File: src/rtl/backscatter_tx_scheduler_pkg.sv
// backscatter_tx_scheduler_pkg: shared state encoding and counter width helper
package backscatter_tx_scheduler_pkg;
   typedef enum logic [2:0] {IDLE, ARM, PREAMBLE, DATA, GAP} state_t;
   function automatic int cnt_width(input int n);
      return (n < 2) ? 1 : $clog2(n);
   endfunction
endpackage

File: src/rtl/backscatter_tx_scheduler_symbol_timer.sv
// backscatter_tx_scheduler_symbol_timer: modulo-SYMBOL_CYCLES counter with symbol start/end strobes
module backscatter_tx_scheduler_symbol_timer
   import backscatter_tx_scheduler_pkg::*;
#(
   parameter int SYMBOL_CYCLES = 80
)(
   input  logic clock,
   input  logic reset,
   input  logic clear,
   output logic sym_start,
   output logic sym_end
);
   localparam int W = cnt_width(SYMBOL_CYCLES);
   logic [W-1:0] count;
   assign sym_start = (count == '0);
   assign sym_end = (count == W'(SYMBOL_CYCLES - 1));
   // Symbol phase counter, held at zero while cleared so a packet starts on a symbol boundary
   always_ff @(posedge clock)
      count <= (reset || clear || sym_end) ? '0 : count + 1'b1;
endmodule

File: src/rtl/backscatter_tx_scheduler.sv
// backscatter_tx_scheduler: packet sequencer for the backscatter modulator (arm, preamble, payload, gap)
module backscatter_tx_scheduler
   import backscatter_tx_scheduler_pkg::*;
#(
   parameter int SYMBOL_CYCLES    = 80,
   parameter int PREAMBLE_SYMBOLS = 8,
   parameter int GAP_CYCLES       = 200,
   parameter int TIMEOUT_CYCLES   = 60000,
   parameter int LEN_W            = 12
)(
   input  logic             clock,
   input  logic             reset,
   input  logic             start,
   input  logic [LEN_W-1:0] packet_len,
   input  logic             excite_detect,
   input  logic             abort,
   input  logic             bit_valid,
   input  logic             bit_data,
   output logic             bit_ready,
   output logic             trigger_signal,
   output logic             mod_phase,
   output logic             busy,
   output logic             done,
   output logic             error
);
   localparam int WAIT_MAX = (TIMEOUT_CYCLES > GAP_CYCLES) ? TIMEOUT_CYCLES : GAP_CYCLES;
   localparam int CNT_W = cnt_width((WAIT_MAX > PREAMBLE_SYMBOLS + 1) ? WAIT_MAX : PREAMBLE_SYMBOLS + 1);
   state_t state;
   logic [CNT_W-1:0] cnt;
   logic [LEN_W-1:0] len, bit_cnt;
   logic err_seen, sym_start, sym_end, fetch, last;
   backscatter_tx_scheduler_symbol_timer #(.SYMBOL_CYCLES(SYMBOL_CYCLES)) u_timer (
      .clock(clock),
      .reset(reset),
      .clear(state != PREAMBLE && state != DATA),
      .sym_start(sym_start),
      .sym_end(sym_end)
   );
   // A payload bit is fetched at the end of the last preamble symbol and of every non-final data symbol
   assign fetch = sym_end && ((state == PREAMBLE && cnt == CNT_W'(PREAMBLE_SYMBOLS)) || (state == DATA && bit_cnt != len));
   assign last = sym_end && state == DATA && bit_cnt == len;
   // Packet FSM; cnt serves as timeout counter in ARM, symbol counter in PREAMBLE, gap counter in GAP
   always_ff @(posedge clock) begin
      if (reset) begin
         state <= IDLE;
         cnt <= '0;
         len <= '0;
         bit_cnt <= '0;
         err_seen <= 1'b0;
         bit_ready <= 1'b0;
         trigger_signal <= 1'b0;
         mod_phase <= 1'b0;
         busy <= 1'b0;
         done <= 1'b0;
         error <= 1'b0;
      end else begin
         bit_ready <= 1'b0;
         done <= 1'b0;
         error <= 1'b0;
         if (abort && state != IDLE) begin
            state <= IDLE;
            trigger_signal <= 1'b0;
            mod_phase <= 1'b0;
            busy <= 1'b0;
         end else begin
            case (state)
               IDLE: if (start && packet_len != '0) begin
                  state <= ARM;
                  len <= packet_len;
                  bit_cnt <= '0;
                  cnt <= '0;
                  err_seen <= 1'b0;
                  busy <= 1'b1;
               end
               ARM: if (excite_detect) begin
                  state <= PREAMBLE;
                  trigger_signal <= 1'b1;
                  mod_phase <= 1'b0;
                  cnt <= '0;
               end else if (cnt == CNT_W'(TIMEOUT_CYCLES - 1)) begin
                  state <= IDLE;
                  busy <= 1'b0;
                  error <= 1'b1;
               end else cnt <= cnt + 1'b1;
               PREAMBLE, DATA: begin
                  if (state == PREAMBLE && sym_start) cnt <= cnt + 1'b1;
                  if (state == PREAMBLE && sym_end && cnt != CNT_W'(PREAMBLE_SYMBOLS)) mod_phase <= ~mod_phase;
                  if (fetch && bit_valid) begin
                     state <= DATA;
                     bit_ready <= 1'b1;
                     mod_phase <= mod_phase ^ bit_data;
                     bit_cnt <= bit_cnt + 1'b1;
                  end else if (fetch || last) begin
                     state <= GAP;
                     trigger_signal <= 1'b0;
                     mod_phase <= 1'b0;
                     cnt <= '0;
                     error <= fetch;
                     err_seen <= fetch;
                  end
               end
               GAP: if (cnt == CNT_W'(GAP_CYCLES - 1)) begin
                  state <= IDLE;
                  busy <= 1'b0;
                  done <= ~err_seen;
               end else cnt <= cnt + 1'b1;
               default: state <= IDLE;
            endcase
         end
      end
   end
endmodule

File: config.mk
export PLATFORM = sky130hd
export DESIGN_NAME = backscatter_tx_scheduler
export DESIGN_NICKNAME = d
export VERILOG_FILES = /design/src/rtl/backscatter_tx_scheduler_pkg.sv /design/src/rtl/backscatter_tx_scheduler_symbol_timer.sv /design/src/rtl/backscatter_tx_scheduler.sv
export SDC_FILE = /design/constraint.sdc
export NUM_CORES = 1
export LEC_CHECK = 0
export CAP_MARGIN = 25
export CORE_AREA = 2 2 78 80
export DETAILED_ROUTE_END_ITERATION = 6
export DIE_AREA = 0 0 80 82
export PLACE_DENSITY = 0.8
export SKIP_CTS_REPAIR_TIMING = 1
export SLEW_MARGIN = 5
export SYNTH_ARGS = -nofsm -noshare
export SYNTH_HDL_FRONTEND = slang
export SYNTH_SLANG_ARGS = --single-unit
File: constraint.sdc
create_clock -name clock -period 6.45 [get_ports clock]
set_input_delay 1.29 -clock clock [delete_from_list [all_inputs] [get_ports clock]]
set_output_delay 1.29 -clock clock [all_outputs]
set_load 0.01 [all_outputs]
# Word level (Yosys, flattened, before mapping)
# Index checks and enable logic that the tools add are counted.
# classes
bitwise_logic	7
n_addsub	3
n_eq_ne	26
reduce_logical	36
n_mux	42
# op_table
operator	n
16-bit 2-to-1 mux	7
16-bit one-hot mux with 4 select lines	1
12-bit 2-to-1 mux	2
12-bit one-hot mux with 2 select lines	1
1-bit 2-to-1 mux	19
3-bit 2-to-1 mux	6
2-bit != test, second input constant	9
16-bit by 1-bit adder with 16-bit output, second input constant	1
16-bit == test, second input constant	1
16-bit by 4-bit == test with 1-bit output, second input constant	1
16-bit by 8-bit == test with 1-bit output, second input constant	1
16-bit by 4-bit != test with 1-bit output, second input constant	1
5-bit AND reduction	3
12-bit by 1-bit adder with 12-bit output, second input constant	1
12-bit == test	1
1-bit logical AND	12
12-bit != test	1
3-bit one-hot mux with 4 select lines	1
4-bit AND reduction	3
12-bit nonzero test	1
3-bit != test, second input constant	3
1-bit one-hot mux with 2 select lines	4
7-bit by 1-bit adder with 7-bit output, second input constant	1
7-bit == test, second input constant	1
18 further kinds	32
# totals
word_cells	126
ff_bits	57
in_bits	19

# Depth between registers and ports, before layout
# Gate-level depths: netlist (run 1).
# logic_depth
depth_word	8
depth_mapped	10
ltp_nobuf	9

# By module
# A second synthesis (run 1) with hierarchy kept.
# unflattened
hier_cells	413
area_unflattened_um2	3171.8
# modules_own_cells
module	area_per_inst_um2	cells_each	instances	seq_area_each_um2
backscatter_tx_scheduler	2836.5	375	1	1001.0
backscatter_tx_scheduler_symbol_timer	335.3	38	1	140.1

# Least setup slack after synthesis (run 1)
# Ideal clock, no wire load.
# synth_timing
kind	input -> register
from	input port packet_len[11]
to	register cnt[2]
path_stages	8
n_path_buf	1
arrival_time_ns	3.252
slack_ns	3.140
required_time_ns	6.391
setup_time_ns	0.059
path_cell_list	or4_4 > o311ai_4 > o21ai_2 > o21ai_4 > nor2_2 > buf_6 > a2111oi_4 > a31o_1
# synth_between
elab_chain_len	4
# synth_rtl
item	line	source
start: declaration	backscatter_tx_scheduler.sv:14	input logic [LEN_W-1:0] packet_len,
12-bit nonzero test	backscatter_tx_scheduler.sv:67	IDLE: if (start && packet_len != '0) begin
1-bit logical AND	backscatter_tx_scheduler.sv:67	
2-bit != test (no line)	n/a	
5-bit AND reduction (no line)	n/a	
end signal: assignment	backscatter_tx_scheduler.sv:84	end else cnt <= cnt + 1'b1;
end signal: assignment	backscatter_tx_scheduler.sv:86	if (state == PREAMBLE && sym_start) cnt <= cnt + 1'b1;
end signal: assignment	backscatter_tx_scheduler.sv:106	end else cnt <= cnt + 1'b1;
end: declaration	backscatter_tx_scheduler.sv:29	logic [CNT_W-1:0] cnt;
# Every way passes these cells.
# A chain may end at the register's enable or synchronous reset.

# Worst setup path in the final report (run 1)
# layout_timing
from	input port packet_len[11]
to	register cnt[12]
# The elaborated chain is that of the path after synthesis.

==> flow_summary.toml, run 1 <==
[placed_design]
dpl.cell_count = 479
dpl_cell_area_um2 = 3590
finalWeightedCongestion = 0.893
io_buffer_count = 24
post-place-ws_ps = 2080
hpwl_mm = 5.81

[yosys]
netlist_instances = 397
synth-edff-count = 0
synth_cell_types = 66
synth_ff_type = "dfxtp_1"
ys_ff_latch = 57
yosysMostFrequentCell = "dfxtp_1"
async_flop_share_pct = 0
syn_nets = 421
synth_area_per_cell_um2 = 8.38
synthTopCellsByCount = "dfxtp_1, nand2_1, nor2_1, a21oi_1, o21ai_0"
ys_top_cells_by_area = "dfxtp_1, nand2_1, mux2i_1, nor2_1, xnor2_1"
netlist_area_um2 = 3330
synth_top_cell_by_area = "dfxtp_1"
yosysTopAreaCellShare_pct = 34.3
ys_seq_area_share_pct = 34.3
ys_warn_count = 0

[sta]
final.setup.worst_slack_ps = 2400
max_slew_margin_pct = 39.4
fin_crit_ps = 4050
fmax_mhz = 247
tightest_slew_ps = 906
drv_slew = 0
setup_viol = 0
hold_viol = 0
rsz0062_at_grt = "no"
finalCritPeriodShare_pct = 62.8
fin_setup_tns_ps = 0
finClkSkew_ps = 14.8

[flow_run]
drv_cap = 0

[critical_path]
slowest_delay_ps = 830
crit_required_ps = 6740
path_class = "input port to flop"
endpoint_kind = "flop"
cp.buffers_inverters = 1
path_cells = "clkdlybuf4s50_1, or4_4, o311ai_4, o21ai_2, o21ai_4, nor2_2, a2111oi_0, a31o_1"
cp_max_fo = 17
path_delay_family = "compound AO/OA/AOI/OAI gates"
worstSetupStartpointType = "input port"
cp_slowest_cell = "o311ai_4"
crit_arrival_ps = 4340

[floorplanning]
io_pins = 25
rows = 28
die_h_um = 82
dieWidth_um = 80
die_area_um2 = 6560
initial_core_util_pct = 57.9
coreArea_um2 = 5750

[hold_path]
hold_path_class = "flop to flop"

[drt]
ant_nets = 0
wl_per_cell_um = 16.7
firstDrtPassIters = 6
drc = 0
dr.first_iter.drc_count = 333
vias = 3154
vias_per_cell = 6.37
routed_wl_mm = 8.28

[power_and_ir_drop]
vdd_drop_max_mv = 0.202
power.switching_w = 0.000434
powerDensity_nw_per_um2 = 308
p_clk_share_pct = 30.9
p_seq_share_pct = 35.1
power_leakage_nw = 1.30
p_comb_share_pct = 34.0
p_sw_share_pct = 37.1
p_int_w = 0.000736

[final_layout]
final-instance-count-excl-fill = 495
diodes = 0
final_area_um2 = 3800
area_growth_pct = 14.1
multi_input_area_um2 = 2070
nFillCells = 504
ff_latch_area_um2 = 1140
nets = 439
fin_util_pct = 66.1
layout-drive-gt1-share_pct = 9.52

[clock_tree]
tritoncts = "built"
cts_sinks = 57
clk_pin_slew_ps = 70
clkLatencyLatePin_ps = 340
cts_buffers = 9
cts.path.max_buffers = 2
htreeDepth = 3
cts_root_buffer = "clkbuf_8"

[global_route]
grt_max_degree = 41
grt_usage_pct = 26.9
grt_pass1_wl_mm = 13.7
grt_pass1_vias = 2976
grt_antenna_before_repair = 0
grt-ovfl-total = 0

[outcome]
status = "complete, no violations"
-- layout by cell type, fill, tap and decap left out, types with 3 or more instances in the layout --
master	synthesis	final
nor3_1	16	16
nand2b_1	7	7
clkbuf_8	0	9
ha_1	5	5
or3_1	3	3
mux2i_1	14	14
a31o_1	4	4
o21ai_0	17	17
nand2_1	47	47
o21a_1	4	4
a311oi_1	6	6
xnor2_1	14	14
a41oi_1	3	3
nand3b_1	5	5
a211oi_1	3	3
nor2_1	36	36
o31ai_1	3	3
and3_1	6	6
clkbuf_1	14	4
nor2b_1	6	6
dfxtp_1	57	57
or4_4	4	4
a21oi_1	19	19
a31oi_1	5	5
nor4_1	5	5
inv_1	11	11
nand4_1	12	12
clkdlybuf4s50_1	0	24
nand3_1	15	15
-- power groups by stage --
stage	Clock [W]	Combinational (W)	Sequential, W
finish	0.000361	0.000398	0.000411
global route	0.000379	0.000434	0.000416
CTS	0.000363	0.000390	0.000411
detailed placement	0	0.000389	0.000418
global placement	0	0.000382	0.000417
floorplan	0	0.000315	0.000403
-- worst reg2reg max path, cell delays in order (launching register included) --
cell	delay [ps]
dfxtp_1	460
nor3_1	780
o311ai_4	480
o21ai_2	220
o21ai_4	110
nor2_2	470
a2111oi_0	210
a31o_1	210
-- area by class of cell --
type	count	share of cell area (%)
Clock buffer	13	3.66
Tap cell	75	2.47
Sequential cell	57	30.1
Inverter	11	1.09
Timing Repair Buffer	25	6.53
Multi-Input combinational cell	311	54.5
Clock inverter	3	1.71
-- final timing paths --
check,slack (ps),startpoint,to,cells after the start
setup / recovery,2400,packet_len[11],cnt[12]$_SDFFE_PP0P_,8
hold / removal,460,u_timer.count[0]$_SDFF_PP0_,u_timer.count[0]$_SDFF_PP0_,1
setup reg to reg,3420,state[0]$_SDFFE_PP0P_,cnt[12]$_SDFFE_PP0P_,7
hold reg to reg,460,u_timer.count[0]$_SDFF_PP0_,u_timer.count[0]$_SDFF_PP0_,1
-- metrics by stage --
stage,hold WS [ps],total power (W)
finish,460,0.00117
floorplan,400,0.000718
CTS,455,0.00116
global placement,419,0.000799
global route,473,0.00123
detailed placement,420,0.000807
-- flip-flops by register name, summed over array words and instances (netlist names) --
| register | flops |
|---|---|
| state | 3 |
| error | 1 |
| trigger_signal | 1 |
| done | 1 |
| mod_phase | 1 |
| bit_cnt | 12 |
| busy | 1 |
| u_timer.count | 7 |
| err_seen | 1 |
| len | 12 |
| bit_ready | 1 |
| cnt | 16 |
-- metal layers --
metal | GRT usage [%] | vias up | share of wire (%)
met5 | 0 | - | 0
met2 | 47.1 | 140 | 49
met1 | 32.9 | 1481 | 44
met4 | 10.8 | 0 | 1.7
met3 | 4.51 | 19 | 6.0
li1 | - | 1514 | -
-- kinds of logic (layout without fill, tap and decap cells) --
kind of cell	Yosys count	after routing	share of synthesized area, %
compound gates	94	94	22.2
xor+xnor	16	16	4.21
fa+ha+maj	5	5	1.88
buf+inv	29	52	3.57
flops	57	57	34.3
mux	16	16	4.89
simple gates	180	180	28.9
(Power assumes the default switching activity.)
==> run 2, diff against run 1 <==
Settings changed: CORE_AREA 2 2 78 80 to 2 2 79 81, DIE_AREA 0 0 80 82 to 0 0 81 83, PLACE_DENSITY 0.8 to 0.78.
Clock period 6.45 ns to 4.2 ns, I/O delays scaled along.
==> flow_summary.toml, run 2 (synthesis results as in run 1) <==
[critical_path]
endpoint_kind = "flop"
crit_arrival_ps = 3320
worstSetupStartpointType = "input port"
path_class = "input port to flop"
r2r_cells = 7
r2r_end = "bit_cnt[6]$_SDFFE_PP0P_"
crit_required_ps = 4490
cp_slowest_cell = "or4_4"
rrSetupSlack_ps = 1300
cp.buffers_inverters = 1
path_delay_family = "compound AO/OA/AOI/OAI gates"
cp_max_fo = 12
r2r-start = "state[0]$_SDFFE_PP0P_"
slowest_delay_ps = 570
path_cells = "clkdlybuf4s50_1, or4_4, o311ai_4, o21ai_2, o21ai_4, nor2_2, a2111oi_0, a31o_1"

[sta]
fin_setup_tns_ps = 0
finClkSkew_ps = 8.44
hold_viol = 0
fmax_mhz = 330
max_slew_margin_pct = 38.6
fin_crit_ps = 3030
finalCritPeriodShare_pct = 72.2
setup_viol = 0
tightest_slew_ps = 915
rsz0062_at_grt = "no"
drv_slew = 0

[floorplanning]
die_h_um = 83
rows = 28
dieWidth_um = 81
io_pins = 25
initial_core_util_pct = 57.2
die_area_um2 = 6720
coreArea_um2 = 5820

[placed_design]
io_buffer_count = 24
hpwl_mm = 5.68
finalWeightedCongestion = 0.894
dpl_cell_area_um2 = 3600

[hold_path]
whs_endpoint = "done$_SDFF_PP0_"
hp-start = "err_seen$_SDFFE_PP0P_"
whs_path_depth = 1
hold_path_class = "flop to flop"

[drt]
drc = 0
vias = 3139
firstDrtPassIters = 5
ant_nets = 0
routed_wl_mm = 7.96
dr.first_iter.drc_count = 285
wl_per_cell_um = 16.1
vias_per_cell = 6.33

[final_layout]
largest_register_ffs = 16
multi_input_area_um2 = 2070
ff_latch_area_um2 = 1140
nFillCells = 517
top_register = "cnt"
diodes = 0
top_regs = "cnt x16, bit_cnt x12, len x12"
final_cell_mix = "dfxtp_1, nand2_1, nor2_1"
nets = 440
final_area_um2 = 3790
area_growth_pct = 13.8
layout-drive-gt1-share_pct = 9.98
final_common_cell = "dfxtp_1"

[power_and_ir_drop]
powerDensity_nw_per_um2 = 460
vdd_drop_max_mv = 0.358
power_leakage_nw = 1.30
power_w = 0.00174

[clock_tree]
cts_buffers = 9
cts_sinks = 57
cts.path.max_buffers = 2
tritoncts = "built"
clkLatencyLatePin_ps = 340
cts_root_buffer = "clkbuf_8"
htreeDepth = 3
clk_pin_slew_ps = 60

[global_route]
grt_max_degree = 40
grt_usage_pct = 25.4
grt_pass1_wl_mm = 13.5
grt_pass1_vias = 2866
grt-ovfl-total = 0
grt_antenna_before_repair = 0

[flow_run]
drv_cap = 0

[outcome]
status = "complete, no violations"
-- run 2: layout make-up --
class	instances	share of cell area [%]
sequential	57	30.1
inverter	11	1.09
timing repair buffer	26	6.74
multi-input combinational	311	54.6
tap	75	2.48
clock inverter	3	1.06
clock buffer	13	3.93
-- run 2: report_power, final --
group	internal, W	total (W)	switching, W
Combinational	0.000217	0.000605	0.000387
Clock	0.000289	0.000508	0.000219
Sequential	0.000581	0.000632	0.0000504
-- run 2: metrics by stage --
stage	std cells	util [%]	hold WS [ps]	setup slack [ps]
2_1_floorplan	397	-	400	1340
3_3_place_gp	480	61.9	419	930
3_5_place_dp	480	61.9	427	812
4_1_cts	496	65.1	438	1170
5_1_grt	496	65.1	464	1020
6_report	496	65.1	441	1170
-- run 2: worst max path at each step --
stage                   startpoint                    to  slack (ps)  cells past startpoint
finish              packet_len[11]  cnt[11]$_SDFFE_PP0P_        1170                      8
global route        packet_len[11]  cnt[11]$_SDFFE_PP0P_        1020                      8
CTS                 packet_len[11]  cnt[12]$_SDFFE_PP0P_        1170                      8
detailed placement  packet_len[11]  cnt[12]$_SDFFE_PP0P_         810                      8
global placement    packet_len[11]  cnt[12]$_SDFFE_PP0P_         930                      8
floorplan           packet_len[11]   cnt[2]$_SDFFE_PP0P_        1340                      8
-- run 2: layer usage --
| metal | global-route usage [%] | up-vias | wire length, um |
|---|---|---|---|
| li1 | - | 1512 | - |
| met4 | 13.1 | 0 | 264 |
| met5 | 0 | - | 0 |
| met3 | 5.87 | 28 | 499 |
| met1 | 32.6 | 1451 | 3410 |
| met2 | 39.1 | 148 | 3790 |
==> run 3, diff against run 2 <==
Clock period 4.2 ns to 3.1 ns, I/O delays scaled along.
==> flow_summary.toml, run 3 (synthesis results as in run 1) <==
[critical_path]
crit_required_ps = 3290
endpoint_kind = "flop"
endpoint = "cnt[14]$_SDFFE_PP0P_"
path_class = "flop to flop"
r2r-start = "cnt[10]$_SDFFE_PP0P_"
critPathLaunch = "cnt[10]$_SDFFE_PP0P_"
cp_max_fo = 8
worstSetupStartpointType = "flop"
rrSetupSlack_ps = 290
r2r_end = "cnt[14]$_SDFFE_PP0P_"
r2r_cells = 7
crit_arrival_ps = 3010

[sta]
setup_viol = 0
fmax_mhz = 355
finalCritPeriodShare_pct = 90.8
tightest_slew_ps = 560
finClkSkew_ps = 7.17
fin_crit_ps = 2810
drv_slew = 0
max_slew_margin_pct = 62.3
rsz0062_at_grt = "no"
hold_ws_ps = 459
fin_setup_tns_ps = 0
hold_viol = 0

[clock_tree]
clk_pin_slew_ps = 60
cts_sinks = 57
cts.path.max_buffers = 2
cts_buffers = 9
tritoncts = "built"
clkLatencyLatePin_ps = 340
htreeDepth = 3
cts_root_buffer = "clkbuf_8"

[drt]
ant_nets = 0
vias_per_cell = 6.21
routed_wl_mm = 8.32
drc = 0
firstDrtPassIters = 5
dr.first_iter.drc_count = 243
wl_per_cell_um = 16.5
vias = 3134

[final_layout]
nets = 450
final_cell_mix = "dfxtp_1, nand2_1, nor2_1"
top_register = "cnt"
nFillCells = 531
diodes = 0
top_regs = "cnt x16, bit_cnt x12, len x12"
layout-drive-gt1-share_pct = 12.3
fin_util_pct = 66.5
largest_register_ffs = 16
area_growth_pct = 16.3
final_common_cell = "dfxtp_1"

[global_route]
grt-ovfl-total = 0
grt_antenna_before_repair = 0
grt_max_degree = 18
grt_pass1_vias = 2934
grt_usage_pct = 25.6
grt_pass1_wl_mm = 13.5

[power_and_ir_drop]
power_w = 0.00244
vdd_drop_max_mv = 0.400
powerDensity_nw_per_um2 = 630
power_leakage_nw = 1.35

[outcome]
status = "complete, no violations"

[flow_run]
drv_cap = 0

[floorplanning]
initial_core_util_pct = 57.2
rows = 28
coreArea_um2 = 5820
io_pins = 25
die_h_um = 83
dieWidth_um = 81
die_area_um2 = 6720

[hold_path]
hold_path_class = "flop to flop"

[placed_design]
finalWeightedCongestion = 0.896
io_buffer_count = 24
hpwl_mm = 6.14
run 3: area by class of cell:
| class | instances | area, um^2 | share of cell area (%) |
|---|---|---|---|
| multi-input combinational | 311 | 2070 | 53.4 |
| tap | 75 | 93.8 | 2.42 |
| sequential | 57 | 1140 | 29.5 |
| clock inverter | 3 | 40.0 | 1.03 |
| inverter | 11 | 41.3 | 1.07 |
| timing repair buffer | 36 | 330 | 8.54 |
| clock buffer | 12 | 155 | 4.01 |
run 3: metrics by stage:
step | instance area (um^2) | setup slack, ps | instances
global route | 3870 | 65.0 | 505
global placement | 3670 | 95.6 | 490
detailed placement | 3670 | 53.4 | 490
finish | 3870 | 286 | 505
CTS | 3870 | 299 | 505
floorplan | 3330 | 460 | 397
run 3: worst max-delay path: stages (launching register included):
cell and delay (ps):
dfxtp_1 390, or4_4 620, nor4_2 500, nand2_1 270, nand3b_1 340, a21oi_1 200
a41oi_1 280, a311oi_1 80
run 3: how the worst min path moves through the flow:
| stage | to | start | cells after the start | slack (ps) |
|---|---|---|---|---|
| CTS | done$_SDFF_PP0_ | err_seen$_SDFFE_PP0P_ | 1 | 460 |
| global placement | done$_SDFF_PP0_ | err_seen$_SDFFE_PP0P_ | 1 | 430 |
| finish | u_timer.count[0]$_SDFF_PP0_ | u_timer.count[0]$_SDFF_PP0_ | 1 | 460 |
| floorplan | done$_SDFF_PP0_ | err_seen$_SDFFE_PP0P_ | 1 | 400 |
| global route | done$_SDFF_PP0_ | err_seen$_SDFFE_PP0P_ | 1 | 490 |
| detailed placement | done$_SDFF_PP0_ | err_seen$_SDFFE_PP0P_ | 1 | 440 |
run 3: metal layers:
layer  wire length (um)  vias up  global-route usage [%]
met5                  0        -                       0
met4                133        0                    12.3
met3                447       14                    5.11
met2               4140      118                    41.5
met1               3590     1479                    32.1
li1                   -     1523                       -
run 3: power by group:
group / total, W / internal, W / switching, W
Clock: 0.000694 / 0.000408 / 0.000286
Combinational: 0.000892 / 0.000332 / 0.000560
Sequential: 0.000854 / 0.000788 / 0.0000663
Total: 0.00244 / 0.00153 / 0.000913
